[src/rtl/inv_drive_seq.sv]
// Thermometer ramp sequencer for a segmented inverter driver; optional KILL input under INV_DRIVE_SEQ_KILL_EN.
// Latency: first slice change on the edge EN is sampled, then one change per STEP+1 cycles; no backpressure.
`timescale 1ns/1ps
module inv_drive_seq #(
    parameter int SEGS   = 8,
    parameter int STEP_W = 4,
    parameter int LVL_W  = $clog2(SEGS+1)
) (
    input  logic              clk,
    input  logic              rn,
    input  logic              en,
    input  logic [STEP_W-1:0] step,
`ifdef INV_DRIVE_SEQ_KILL_EN
    input  logic              kill,
`endif
    output logic [SEGS-1:0]   seg_en,
    output logic [LVL_W-1:0]  level,
    output logic              busy,
    output logic              done
);

    typedef enum logic [1:0] {
        S_OFF       = 2'd0,
        S_RAMP_UP   = 2'd1,
        S_ON        = 2'd2,
        S_RAMP_DOWN = 2'd3
    } state_t;

    localparam logic [LVL_W-1:0]  LVL_ONE = LVL_W'(1);
    localparam logic [LVL_W-1:0]  LVL_MAX = LVL_W'(SEGS);
    localparam logic [STEP_W-1:0] CNT_ONE = STEP_W'(1);

    state_t            state_q;
    state_t            state_nxt;
    logic [STEP_W-1:0] cnt_q;
    logic [STEP_W-1:0] cnt_nxt;
    logic [LVL_W-1:0]  level_nxt;
    logic [LVL_W-1:0]  level_step;
    logic [SEGS-1:0]   seg_en_nxt;
    logic              busy_nxt;
    logic              done_nxt;

    always_ff @(posedge clk or negedge rn) begin
        if (!rn) begin
            state_q <= S_OFF;
            cnt_q   <= '0;
            level   <= '0;
            seg_en  <= '0;
            busy    <= 1'b0;
            done    <= 1'b0;
        end else begin
            state_q <= state_nxt;
            cnt_q   <= cnt_nxt;
            level   <= level_nxt;
            seg_en  <= seg_en_nxt;
            busy    <= busy_nxt;
            done    <= done_nxt;
        end
    end

    always_comb begin
        state_nxt  = state_q;
        cnt_nxt    = cnt_q;
        level_nxt  = level;
        done_nxt   = 1'b0;
        seg_en_nxt = '0;
        // A ramp always moves toward the current EN target, so a reversal
        // mid-ramp takes effect at the next dwell expiry.
        level_step = en ? (level + LVL_ONE) : (level - LVL_ONE);

        case (state_q)
            S_OFF: begin
                if (en) begin
                    state_nxt = S_RAMP_UP;
                    level_nxt = LVL_ONE;
                    cnt_nxt   = step;
                end
            end
            S_ON: begin
                if (!en) begin
                    state_nxt = S_RAMP_DOWN;
                    level_nxt = LVL_MAX - LVL_ONE;
                    cnt_nxt   = step;
                end
            end
            S_RAMP_UP, S_RAMP_DOWN: begin
                if (cnt_q != '0) begin
                    cnt_nxt = cnt_q - CNT_ONE;
                end else begin
                    level_nxt = level_step;
                    if (level_step == LVL_MAX) begin
                        state_nxt = S_ON;
                        cnt_nxt   = '0;
                        done_nxt  = 1'b1;
                    end else if (level_step == '0) begin
                        state_nxt = S_OFF;
                        cnt_nxt   = '0;
                        done_nxt  = 1'b1;
                    end else begin
                        state_nxt = en ? S_RAMP_UP : S_RAMP_DOWN;
                        cnt_nxt   = step;
                    end
                end
            end
            default: begin
                state_nxt = S_OFF;
                level_nxt = '0;
                cnt_nxt   = '0;
            end
        endcase

`ifdef INV_DRIVE_SEQ_KILL_EN
        if (kill) begin
            state_nxt = S_OFF;
            level_nxt = '0;
            cnt_nxt   = '0;
            done_nxt  = 1'b0;
        end
`endif

        for (int i = 0; i < SEGS; i++) begin
            seg_en_nxt[i] = (LVL_W'(i) < level_nxt);
        end
        busy_nxt = (state_nxt == S_RAMP_UP) || (state_nxt == S_RAMP_DOWN);
    end

endmodule

[config.mk]
export PLATFORM = sky130hd
export DESIGN_NAME = inv_drive_seq
export DESIGN_NICKNAME = d
export VERILOG_FILES = /design/src/rtl/inv_drive_seq.sv
export SDC_FILE = /design/constraint.sdc
export NUM_CORES = 1
export LEC_CHECK = 0
export BUFFER_PORTS_ARGS = -buffer_cell sky130_fd_sc_hd__buf_2
export CAP_MARGIN = 20
export CORE_MARGIN = 3
export CORE_UTILIZATION = 48
export CTS_BUF_LIST = sky130_fd_sc_hd__clkbuf_4 sky130_fd_sc_hd__clkbuf_8 sky130_fd_sc_hd__clkbuf_16
export DETAILED_ROUTE_END_ITERATION = 16
export PLACE_DENSITY = 0.81
export SYNTH_ARGS = -nofsm -noshare
export SYNTH_HDL_FRONTEND = slang
export SYNTH_SLANG_ARGS = --single-unit
[constraint.sdc]
create_clock -name clk -period 2 [get_ports clk]
set_input_delay 0.2 -clock clk [delete_from_list [all_inputs] [get_ports clk]]
set_output_delay 0.2 -clock clk [all_outputs]
set_load 0.05 [all_outputs]
; ---- Word level (Yosys, flattened, before mapping)
; Index checks and enable logic that the tools add are counted.
[word_totals]
regBits = 20
latch_bits = 0
ramBits = 0
romBits = 0
in_bits = 7
elab_cells = 53
n_memories = 0
[op_classes]
addsub = 3
n_mul = 0
div = 0
magnitude_cmp = 8
eq_ne = 8
shifts = 0
muxes = 22
n_bitwise = 0
reduce_logical = 6
[op_table]
columns = operator, n
row1 = two-way mux 4 bit, 9
row2 = one-hot mux 4 bit (3 select lines), 2
row3 = "< comparator 3 x 4 -> 1 bit, first input constant", 4
row4 = two-way mux 2 bit, 6
row5 = "< comparator 1 x 4 -> 1 bit, first input constant", 2
row6 = "< comparator 2 x 4 -> 1 bit, first input constant", 2
row7 = "subtractor 4 x 1 -> 4 bit, second input constant", 2
row8 = "equality test 2 bit, second input constant", 3
row9 = one-hot mux 2 bit (3 select lines), 1
row10 = "adder 4 x 1 -> 4 bit, second input constant", 1
row11 = "equality test 2 x 1 -> 1 bit, second input constant", 2
row12 = "equality test 4 bit, second input constant", 1
row13 = logical NOT 4 bit, 1
row14 = two-way mux 1 bit, 4
row15 = "inequality test 2 bit, second input constant", 2
row16 = nonzero test 4 bit, 1
row17 = logical NOT 2 bit, 1
row18 = AND reduction 2 bit, 1
row19 = OR reduction 2 bit, 1
row20 = logical OR 1 bit, 1

; ---- Logic depth before layout (Yosys ltp)
; Gate-level depths: netlist of run 1.
[logic_depth]
depth_word = 9
depth_mapped = 7
ltp_nobuf = 7

; ---- Worst setup path before layout of run 1
; OpenSTA, ideal clock, no wires.
[synth_timing]
path_kind = register to register
startpoint = register level[0]
endpoint = register seg_en[1]
setup_ns = 0.148
t_arrival_ns = 1.969
path_slack_ns = -0.117
path_stages_with_launch = 6
path_buffers = 0
cell_sequence = dfrtp_1 > fa_1 > xnor2_1 > nand2_1 > a31oi_1 > nand3_1
[synth_via]
elab_chain_cells = 5
elab_cells_between_ends = 8
classes_between = 2 x add/sub / 1 x order compare / 5 x mux
[synth_lines]
columns = element, line
row1 = start: declaration, 17  ; output logic [LVL_W-1:0] level,
row2 = start signal: assignment, 54  ; level <= level_nxt;
row3 = subtractor 4 x 1 -> 4 bit or adder 4 x 1 -> 4 bit (tied branches), 69  ; level_step = en ? (level + LVL_ONE) : (level - LVL_ONE);
row4 = two-way mux 4 bit, 69
row5 = two-way mux 4 bit, 87  ; if (cnt_q != '0) begin
row6 = one-hot mux 4 bit (3 select lines) *, 71  ; case (state_q)
row7 = < comparator 1 x 4 -> 1 bit *, 122  ; seg_en_nxt[i] = (LVL_W'(i) < level_nxt);
row8 = named net seg_en_nxt[1], 39  ; logic [SEGS-1:0] seg_en_nxt;
row9 = end signal: assignment, 55  ; seg_en <= seg_en_nxt;
row10 = end: declaration, 16  ; output logic [SEGS-1:0] seg_en,
; The timed path passes the listed nets; every way through them passes the cells marked *.
; A chain may end at the register's enable or synchronous reset.

; ---- Worst setup path in the final report of run 1
[layout_timing]
startpoint = register level[1]
endpoint = register seg_en[2]
[layout_via]
elab_chain_cells = 5
elab_cells_between_ends = 8
classes_between = 2 x add/sub / 1 x order compare / 5 x mux
[layout_lines]
columns = element, line
row1 = subtractor 4 x 1 -> 4 bit or adder 4 x 1 -> 4 bit (tied branches), 69
row2 = two-way mux 4 bit, 69
row3 = two-way mux 4 bit, 87
row4 = one-hot mux 4 bit (3 select lines) *, 71
row5 = < comparator 2 x 4 -> 1 bit *, 122
row6 = named net seg_en_nxt[2], 39
; Marks and branches as above.

==> qor.csv, run 1 <==
stage,metric,value,unit
logic_synthesis,sequential element share of the synthesized area,40.3,%
outcome,outcome,"finished, final reports clean",
floorplan,Boundary Pins,21,
setup_path,Setup crit end,seg_en[2]$_DFF_PN0_,
place,DP Wirelength,1860,µm
routing,DR vias/cell,5.75,
setup_path,R2R cell count,5,
clocking,Max Buffers Root-to-Sink,2,
setup_path,origin of the critical flop-to-flop path,level[1]$_DFF_PN0_,
sta,final hold vios,0,
routing,Pre-Repair DR Iteration Count,4,
global_route,grt ovf,0,
logic_synthesis,cell count after synthesis,112,
floorplan,Die X,54.2,µm
logic_synthesis,Post-synth ARST share,100,%
layout,Syn-to-layout area delta,21.5,%
setup_path,Worst Path Arrival,2.04,ns
floorplan,Die Span Y,54.2,µm
place,I/O Buffers,20,
run,Max Cap Viol,0,
clocking,clock sink total,18,
setup_path,R2R setup slack,0.12,ns
clocking,number of buffers created by CTS,3,
logic_synthesis,syn_nets,128,
routing,DRC Markers,0,
floorplan,starting density of the core,53.7,%
sta,Worst slew margin,65.2,%
sta,Tmin final,1.88,ns
place,Final Wtd Congestion,0.874,
routing,Routed WL,2560,µm
global_route,initial antenna violation count,0,
setup_path,Worst Setup Start Kind,register,
setup_path,slowest CP cell,or4_4,
setup_path,critical path's top delay family,simple AND/OR/NAND/NOR gates,
global_route,Tot GR Track Use,18.9,%
routing,Initial DRC Count,18,
floorplan,Die ar.,2940,µm²
setup_path,Worst setup EP type,register,
sta,Slew @ Worst Pin,0.515,ns
logic_synthesis,Synth Area per Inst,9.98,µm²
logic_synthesis,Post-synth top flop,dfrtp_1,
logic_synthesis,number of flops mapped to enable cells by yosys,0,
layout,share of cells above drive strength 1,33.6,%
global_route,pin count of the biggest net entering global routing,19,
logic_synthesis,post-synthesis cell area,1120,µm²
global_route,global-route wire length before repair,4030,µm
setup_path,crit path kind,register to register,
floorplan,core box area,2080,µm²
clocking,Worst-path clk slew,0.11,ns
sta,Final Setup Violations,0,
clocking,Max H-tree Level,1,
setup_path,CP Buf/Inv Count,0,
sta,Slew Limit Fails,0,
hold_path,HP Class,input port to register,
clocking,CTS root buf,clkbuf_4,
sta,fin crit share,93.9,%
layout,Final #Nets,157,
logic_synthesis,Ys Warns,0,
setup_path,crit-path max FO,8,
setup_path,Crit path largest cell delay,0.53,ns
global_route,vias in the first global route,867,
routing,Routed wire per std cell,15.3,µm
routing,Final ANT Viol Nets,0,
routing,Vias,961,
sta,RSZ-0062 raised after global routing,false,
clocking,CTS tree,yes,
logic_synthesis,Synth Register Bits,18,
clocking,"Clk Latency, worst-skew pair",0.29,ns
setup_path,r2r endpoint,seg_en[2]$_DFF_PN0_,
setup_path,crit-path cells,ha_1 -> and3_1 -> or4_4 -> nand3_4 -> nand3_2,
floorplan,# rows,16,
setup_path,origin of the worst setup path,level[1]$_DFF_PN0_,
sta,achievable clock frequency,533,MHz
setup_path,CP Data Required Time,2.16,ns
sta,Worst Clk Skew,0.00406,ns
layout,Antenna Cells,0,
logic_synthesis,Yosys cell types,46,
sta,setup TNS,0,ns
setup_path,WP depth,5,
[metal layers]
| metal | up-vias | track usage (%) | share of wire (%) |
|---|---|---|---|
| li1 | 466 | - | - |
| met1 | 467 | 29.2 | 49 |
| met2 | 26 | 28.7 | 47 |
| met3 | 2 | 1.63 | 3.6 |
| met4 | 0 | 3.73 | 0.35 |
| met5 | - | 0 | 0 |
[repair_timing]
item,CTS,global route
hold buffers,1,0
endpoints found under the setup margin,0,7
buffers inserted,0,1
gates resized for setup,0,3
endpoints found under the hold margin,18,0
[state kept, by name, indices dropped and copies added, names as in the netlist]
register	cells
level	4
cnt_q	4
state_q	1
busy	1
seg_en	7
done	1
[how the worst min path moves through the flow]
stage | end | cells after the start | slack, ns | startpoint
finish | cnt_q[1]$_DFFE_PN0P_ | 3 | 0.20 | step[1]
global route | cnt_q[3]$_DFFE_PN0P_ | 3 | 0.19 | step[3]
CTS | cnt_q[3]$_DFFE_PN0P_ | 3 | 0.18 | step[3]
detailed placement | seg_en[1]$_DFF_PN0_ | 1 | 0.16 | rn
global placement | seg_en[6]$_DFF_PN0_ | 1 | 0.14 | rn
floorplan | busy$_DFF_PN0_ | 0 | -0.1 | rn
[layout by cell type (no fill, tap or decap), types with 2 or more instances in the layout]
master,instances
dfrtp_2,3
ha_1,7
mux2_2,3
a31oi_1,2
nor2_1,7
o21ai_1,4
xnor2_1,2
inv_1,8
clkbuf_4,3
a2bb2oi_1,4
a21oi_1,4
nor2b_1,2
dfrtp_1,15
buf_2,20
nand2_1,5
nand4b_1,3
nand3_1,2
o21ai_0,3
buf_4,9
and3_1,2
[cell type report]
class	instances	area (µm²)
Inverter	8	30.0
Fill cell	177	724
Timing Repair Buffer	30	178
Sequential cell	18	454
Clock buffer	4	36.3
Multi-Input combinational cell	80	626
Tap cell	27	33.8
[synthesized netlist by cell type (all sizes together), types with 2 or more instances]
cell	number	area share, %
o21ai	7	3.1
clkbuf	4	1.3
inv	8	2.7
and3	2	1.1
buf	2	1.1
xnor2	2	1.6
nor2b	2	1.1
nand2	5	1.7
a21boi	2	1.3
a31oi	3	1.7
nand3	4	2.9
a21oi	4	1.8
dfrtp	18	40
mux2	3	3.0
ha	8	9.0
nand4b	3	2.4
nor2	7	2.4
a2bb2oi	4	3.1
[through the flow]
stage          worst slack (ns)  instance area [µm²]  utilization [%]  instances  hold slack (ns)
2_1_floorplan            0.0354                 1130                -        112          -0.0956
3_3_place_gp             0.0708                 1290             62.1        161            0.144
3_5_place_dp             0.0290                 1290             62.1        161            0.158
4_1_cts                  0.0539                 1340             64.4        166            0.182
5_1_grt                  0.0126                 1360             65.2        167            0.190
6_report                  0.122                 1360             65.2        167            0.198
[tightest hold or removal path, delay by kind of cell]
kind | cells | cell delay [ns]
AO/OA/AOI/OAI | 2 | 0.18
buffers and inverters | 1 | 0.07
[cell families (layout without fill, tap and decap cells)]
logic type      after synthesis  after routing  share of synthesized area, %
compound gates               30             30                          18.7
fa+ha+maj                     9              9                          10.8
simple gates                 35             35                          19.7
xor+xnor                      3              3                          2.35
buf+inv                      14             42                          5.15
flops                        18             18                          40.3
mux                           3              3                          3.02
Power of run 1 is left out: the tool's default activity adds up to more than one toggle a clock period on the data nets, which glitch-free logic cannot reach.
==> run 2: changes to the inputs <==
Settings changed: RECOVER_POWER from default to 50.
Clock period 2 ns to 1.5 ns, I/O delays scaled along.
==> qor.csv, run 2 (synthesized netlist as in run 1, its figures left out) <==
stage,metric,value,unit
outcome,outcome,"complete, but fails checks",
outcome,failing checks,setup timing,
floorplan,Die ar.,2940,µm²
layout,max FFs per register,7,
global_route,global-route wire length before repair,4930,µm
sta,RSZ-0062 raised after global routing,true,
floorplan,# rows,16,
layout,multi-input gate area in the final layout,771,µm²
sta,final hold vios,0,
sta,fin crit share,122,%
place,placed cells,175,
routing,Final ANT Viol Nets,0,
setup_path,Worst Path Arrival,2.00,ns
floorplan,core box area,2080,µm²
layout,"commonest cells after routing, fill and taps aside","20 x buf_4, 19 x buf_2, 14 x dfrtp_1, 7 x inv_1",
clocking,number of buffers created by CTS,3,
clocking,CTS root buf,clkbuf_4,
routing,Initial DRC Count,24,
setup_path,crit path kind,register to register,
floorplan,Die Span Y,54.2,µm
routing,DR vias/cell,5.74,
hold_path,WHS Endpoint,cnt_q[3]$_DFFE_PN0P_,
setup_path,crit-path cells,inv_1 -> ha_2 -> or3b_4 -> or4_4 -> nand3_4 -> nand3_1,
routing,Vias,1050,
setup_path,critical path's top delay family,simple AND/OR/NAND/NOR gates,
global_route,vias in the first global route,1078,
layout,FF+latch area,455,µm²
run,Max Cap Viol,0,
routing,Routed WL,2970,µm
place,DP Wirelength,2200,µm
layout,"most common cell after layout, fill and taps aside",buf_4,
setup_path,R2R setup slack,-0.33,ns
place,I/O Buffers,20,
setup_path,origin of the critical flop-to-flop path,cnt_q[0]$_DFFE_PN0P_,
setup_path,Crit path largest cell delay,0.44,ns
sta,Slew @ Worst Pin,0.940,ns
layout,cell area after layout,1650,µm²
setup_path,crit-path max FO,8,
clocking,clock sink total,18,
layout,Final #Nets,173,
setup_path,slowest CP cell,or4_4,
place,placed cell areas,1470,µm²
floorplan,starting density of the core,53.7,%
sta,setup ws final,-0.327,ns
layout,fill count,137,
hold_path,hold path depth,3,
clocking,Worst-path clk slew,0.11,ns
layout,fin cells,183,
routing,DRC Markers,0,
global_route,grt ovf,0,
clocking,CTS tree,yes,
clocking,"Clk Latency, worst-skew pair",0.30,ns
layout,Syn-to-layout area delta,47.7,%
layout,share of cells above drive strength 1,51.9,%
global_route,Tot GR Track Use,23.8,%
place,pre-CTS WS,-0.403,ns
clocking,Max H-tree Level,1,
setup_path,CP Data Required Time,1.67,ns
global_route,initial antenna violation count,0,
layout,Largest regs,"seg_en (7), cnt_q (4), level (4)",
clocking,Max Buffers Root-to-Sink,2,
setup_path,Worst setup EP type,register,
floorplan,Die X,54.2,µm
floorplan,Boundary Pins,21,
sta,Final Setup Violations,18,
setup_path,R2R cell count,6,
setup_path,r2r endpoint,seg_en[1]$_DFF_PN0_,
routing,Pre-Repair DR Iteration Count,4,
setup_path,CP Buf/Inv Count,1,
hold_path,HP Start,step[3],
layout,Antenna Cells,0,
place,Final Wtd Congestion,0.896,
hold_path,HP Class,input port to register,
sta,Worst slew margin,37.3,%
sta,achievable clock frequency,547,MHz
layout,final core occ,79.3,%
sta,Slew Limit Fails,0,
layout,Biggest register,seg_en,
sta,Tmin final,1.83,ns
setup_path,Worst Setup Start Kind,register,
routing,Routed wire per std cell,16.2,µm
sta,Worst Clk Skew,0.0113,ns
global_route,pin count of the biggest net entering global routing,26,
[run 2: changes by cell type in the layout (fill, tap and decap cells not counted), moves of 2 or more]
cell	before	now
o21ai_0	3	1
ha_4	0	3
buf_4	9	20
o21ai_1	4	6
buf_6	0	4
xnor2_1	2	0
ha_1	7	4
[run 2: worst register-to-register path, stage by stage, from the launching register on]
cell and delay (ns):
dfrtp_1 0.40, inv_1 0.06, ha_2 0.18, or3b_4 0.39, or4_4 0.44, nand3_4 0.14, nand3_1 0.09
[run 2: layout make-up]
class | instances | share of cell area [%]
Multi-Input combinational cell | 80 | 46.7
Sequential cell | 18 | 27.6
Timing Repair Buffer | 46 | 19.6
Clock buffer | 4 | 2.20
Tap cell | 27 | 2.05
Inverter | 8 | 1.82
[run 2: metal layers]
layer	routed length, µm	GRT usage [%]	up-vias	part of all wire, %
met5	0	0	-	0
met2	1540	43.0	29	52
met4	47	8.71	0	1.6
met1	1260	27.0	519	42
met3	123	5.45	6	4.1
li1	-	-	496	-
[run 2: through the flow]
| step | setup TNS, ns | hold WS, ns |
|---|---|---|
| 6_report | -4.19 | 0.122 |
| 5_1_grt | -5.43 | 0.130 |
| 4_1_cts | -3.84 | 0.127 |
| 3_5_place_dp | -5.40 | 0.102 |
| 3_3_place_gp | -4.46 | 0.0872 |
| 2_1_floorplan | -4.41 | -0.146 |
[run 2: worst max path at each step]
stage,to,depth (start not counted),start,slack (ns)
global placement,seg_en[1]$_DFF_PN0_,7,en,-0.35
floorplan,seg_en[0]$_DFF_PN0_,7,cnt_q[0]$_DFFE_PN0P_,-0.35
finish,seg_en[1]$_DFF_PN0_,6,cnt_q[0]$_DFFE_PN0P_,-0.33
global route,seg_en[0]$_DFF_PN0_,9,cnt_q[0]$_DFFE_PN0P_,-0.40
detailed placement,seg_en[0]$_DFF_PN0_,7,en,-0.40
CTS,seg_en[0]$_DFF_PN0_,6,cnt_q[0]$_DFFE_PN0P_,-0.30
[run 2: what timing repair did]
item | CTS | global route
resized for setup | 16 | 13
endpoints found under the hold margin | 18 | 0
hold buffers | 1 | 0
endpoints found under the setup margin | 17 | 18
pin swaps | 9 | 9
setup buffers | 2 | 2
Power of run 2 is left out for the same reason.
==> run 3: changes to the inputs <==
Settings changed: RECOVER_POWER 50 to default.
==> qor.csv, run 3 (synthesized netlist as in run 1, its figures left out) <==
stage,metric,value,unit
outcome,outcome,"complete, but fails checks",
outcome,failing checks,setup timing,
clocking,"Clk Latency, worst-skew pair",0.30,ns
clocking,CTS root buf,clkbuf_4,
global_route,grt ovf,0,
floorplan,Boundary Pins,21,
floorplan,starting density of the core,53.7,%
sta,Slew @ Worst Pin,0.409,ns
clocking,Max H-tree Level,1,
sta,final hold vios,0,
layout,Final #Nets,173,
sta,Worst slew margin,72.3,%
hold_path,HP Class,input port to register,
setup_path,Worst Path Arrival,2.00,ns
hold_path,WHS Endpoint,cnt_q[3]$_DFFE_PN0P_,
floorplan,Die X,54.2,µm
setup_path,Worst setup EP type,register,
sta,achievable clock frequency,547,MHz
layout,Syn-to-layout area delta,47.8,%
routing,Vias,1050,
routing,DR vias/cell,5.74,
setup_path,crit path kind,register to register,
setup_path,Crit path largest cell delay,0.44,ns
place,DP Wirelength,2200,µm
layout,share of cells above drive strength 1,52.6,%
global_route,global-route wire length before repair,4930,µm
place,pre-CTS WS,-0.403,ns
setup_path,CP Data Required Time,1.67,ns
clocking,CTS tree,yes,
floorplan,Die Span Y,54.2,µm
sta,setup ws final,-0.327,ns
place,I/O Buffers,20,
layout,Antenna Cells,0,
floorplan,Die ar.,2940,µm²
setup_path,slowest CP cell,or4_4,
run,Max Cap Viol,0,
clocking,Max Buffers Root-to-Sink,2,
layout,Biggest register,seg_en,
global_route,Tot GR Track Use,23.8,%
setup_path,crit-path max FO,8,
setup_path,crit-path cells,inv_1 -> ha_2 -> or3b_4 -> or4_4 -> nand3_4 -> nand3_1,
routing,Pre-Repair DR Iteration Count,4,
clocking,Worst-path clk slew,0.11,ns
routing,Initial DRC Count,24,
sta,Final Setup Violations,18,
place,Final Wtd Congestion,0.896,
sta,Worst Clk Skew,0.0113,ns
sta,Slew Limit Fails,0,
global_route,initial antenna violation count,0,
setup_path,origin of the critical flop-to-flop path,cnt_q[0]$_DFFE_PN0P_,
setup_path,R2R setup slack,-0.33,ns
floorplan,core box area,2080,µm²
hold_path,HP Start,step[3],
layout,Largest regs,"seg_en (7), cnt_q (4), level (4)",
routing,DRC Markers,0,
routing,Final ANT Viol Nets,0,
hold_path,hold path depth,3,
sta,RSZ-0062 raised after global routing,true,
floorplan,# rows,16,
setup_path,R2R cell count,6,
sta,Tmin final,1.83,ns
layout,max FFs per register,7,
global_route,vias in the first global route,1078,
setup_path,Worst Setup Start Kind,register,
sta,fin crit share,122,%
global_route,pin count of the biggest net entering global routing,26,
setup_path,r2r endpoint,seg_en[1]$_DFF_PN0_,
routing,Routed wire per std cell,16.2,µm
layout,"commonest cells after routing, fill and taps aside","20 x buf_2, 20 x buf_4, 14 x dfrtp_1, 7 x inv_1",
routing,Routed WL,2970,µm
clocking,number of buffers created by CTS,3,
clocking,clock sink total,18,
## run 3: cell count changes in the layout (fill, tap and decap cells not counted)
cell / previous run / this run
buf_2: 19 / 20
clkbuf_1: 1 / 0
## run 3: metrics by stage
| stage | instance area (µm²) | hold WS (ns) | instances | util [%] | setup TNS, ns |
|---|---|---|---|---|---|
| after floorplan | 1190 | -0.146 | 112 | - | -4.41 |
| after global placement | 1470 | 0.0872 | 175 | 70.6 | -4.46 |
| after detailed placement | 1470 | 0.102 | 175 | 70.6 | -5.40 |
| after CTS | 1590 | 0.127 | 182 | 76.3 | -3.84 |
| after global routing | 1650 | 0.130 | 183 | 79.3 | -5.43 |
| final | 1650 | 0.122 | 183 | 79.3 | -4.19 |
## run 3: how the worst max path moves through the flow
| stage | depth (start not counted) | from | to |
|---|---|---|---|
| finish | 6 | cnt_q[0]$_DFFE_PN0P_ | seg_en[1]$_DFF_PN0_ |
| global route | 9 | cnt_q[0]$_DFFE_PN0P_ | seg_en[0]$_DFF_PN0_ |
| CTS | 6 | cnt_q[0]$_DFFE_PN0P_ | seg_en[0]$_DFF_PN0_ |
| detailed placement | 7 | en | seg_en[0]$_DFF_PN0_ |
| global placement | 7 | en | seg_en[1]$_DFF_PN0_ |
| floorplan | 7 | cnt_q[0]$_DFFE_PN0P_ | seg_en[0]$_DFF_PN0_ |
## run 3: cell type report
type | instances | area, µm²
clock buffer | 4 | 36.3
tap | 27 | 33.8
fill | 138 | 430
sequential | 18 | 455
inverter | 8 | 30.0
timing repair buffer | 46 | 325
multi-input combinational | 80 | 771
## run 3: critical path: cells and delay by family, from the launching register on
family                     cells  cell delay, ns
buffers and inverters          1            0.06
and+or+nand+nor                4            1.06
DFF                            1            0.40
adders and majority gates      1            0.18
## run 3: metal layers
layer | wire length, µm | global-route usage (%) | vias up
met1 | 1260 | 27.0 | 519
li1 | - | - | 496
met5 | 0 | 0 | -
met4 | 47 | 8.71 | 0
met3 | 117 | 5.45 | 6
met2 | 1540 | 43.0 | 29
## run 3: timing repair
item / CTS / global route
hold buffers: 1 / 0
endpoints found under the setup margin: 17 / 18
endpoints found under the hold margin: 18 / 0
pin swaps: 9 / 9
resized for setup: 16 / 13
setup buffers: 2 / 2
Power of run 3 is left out for the same reason.
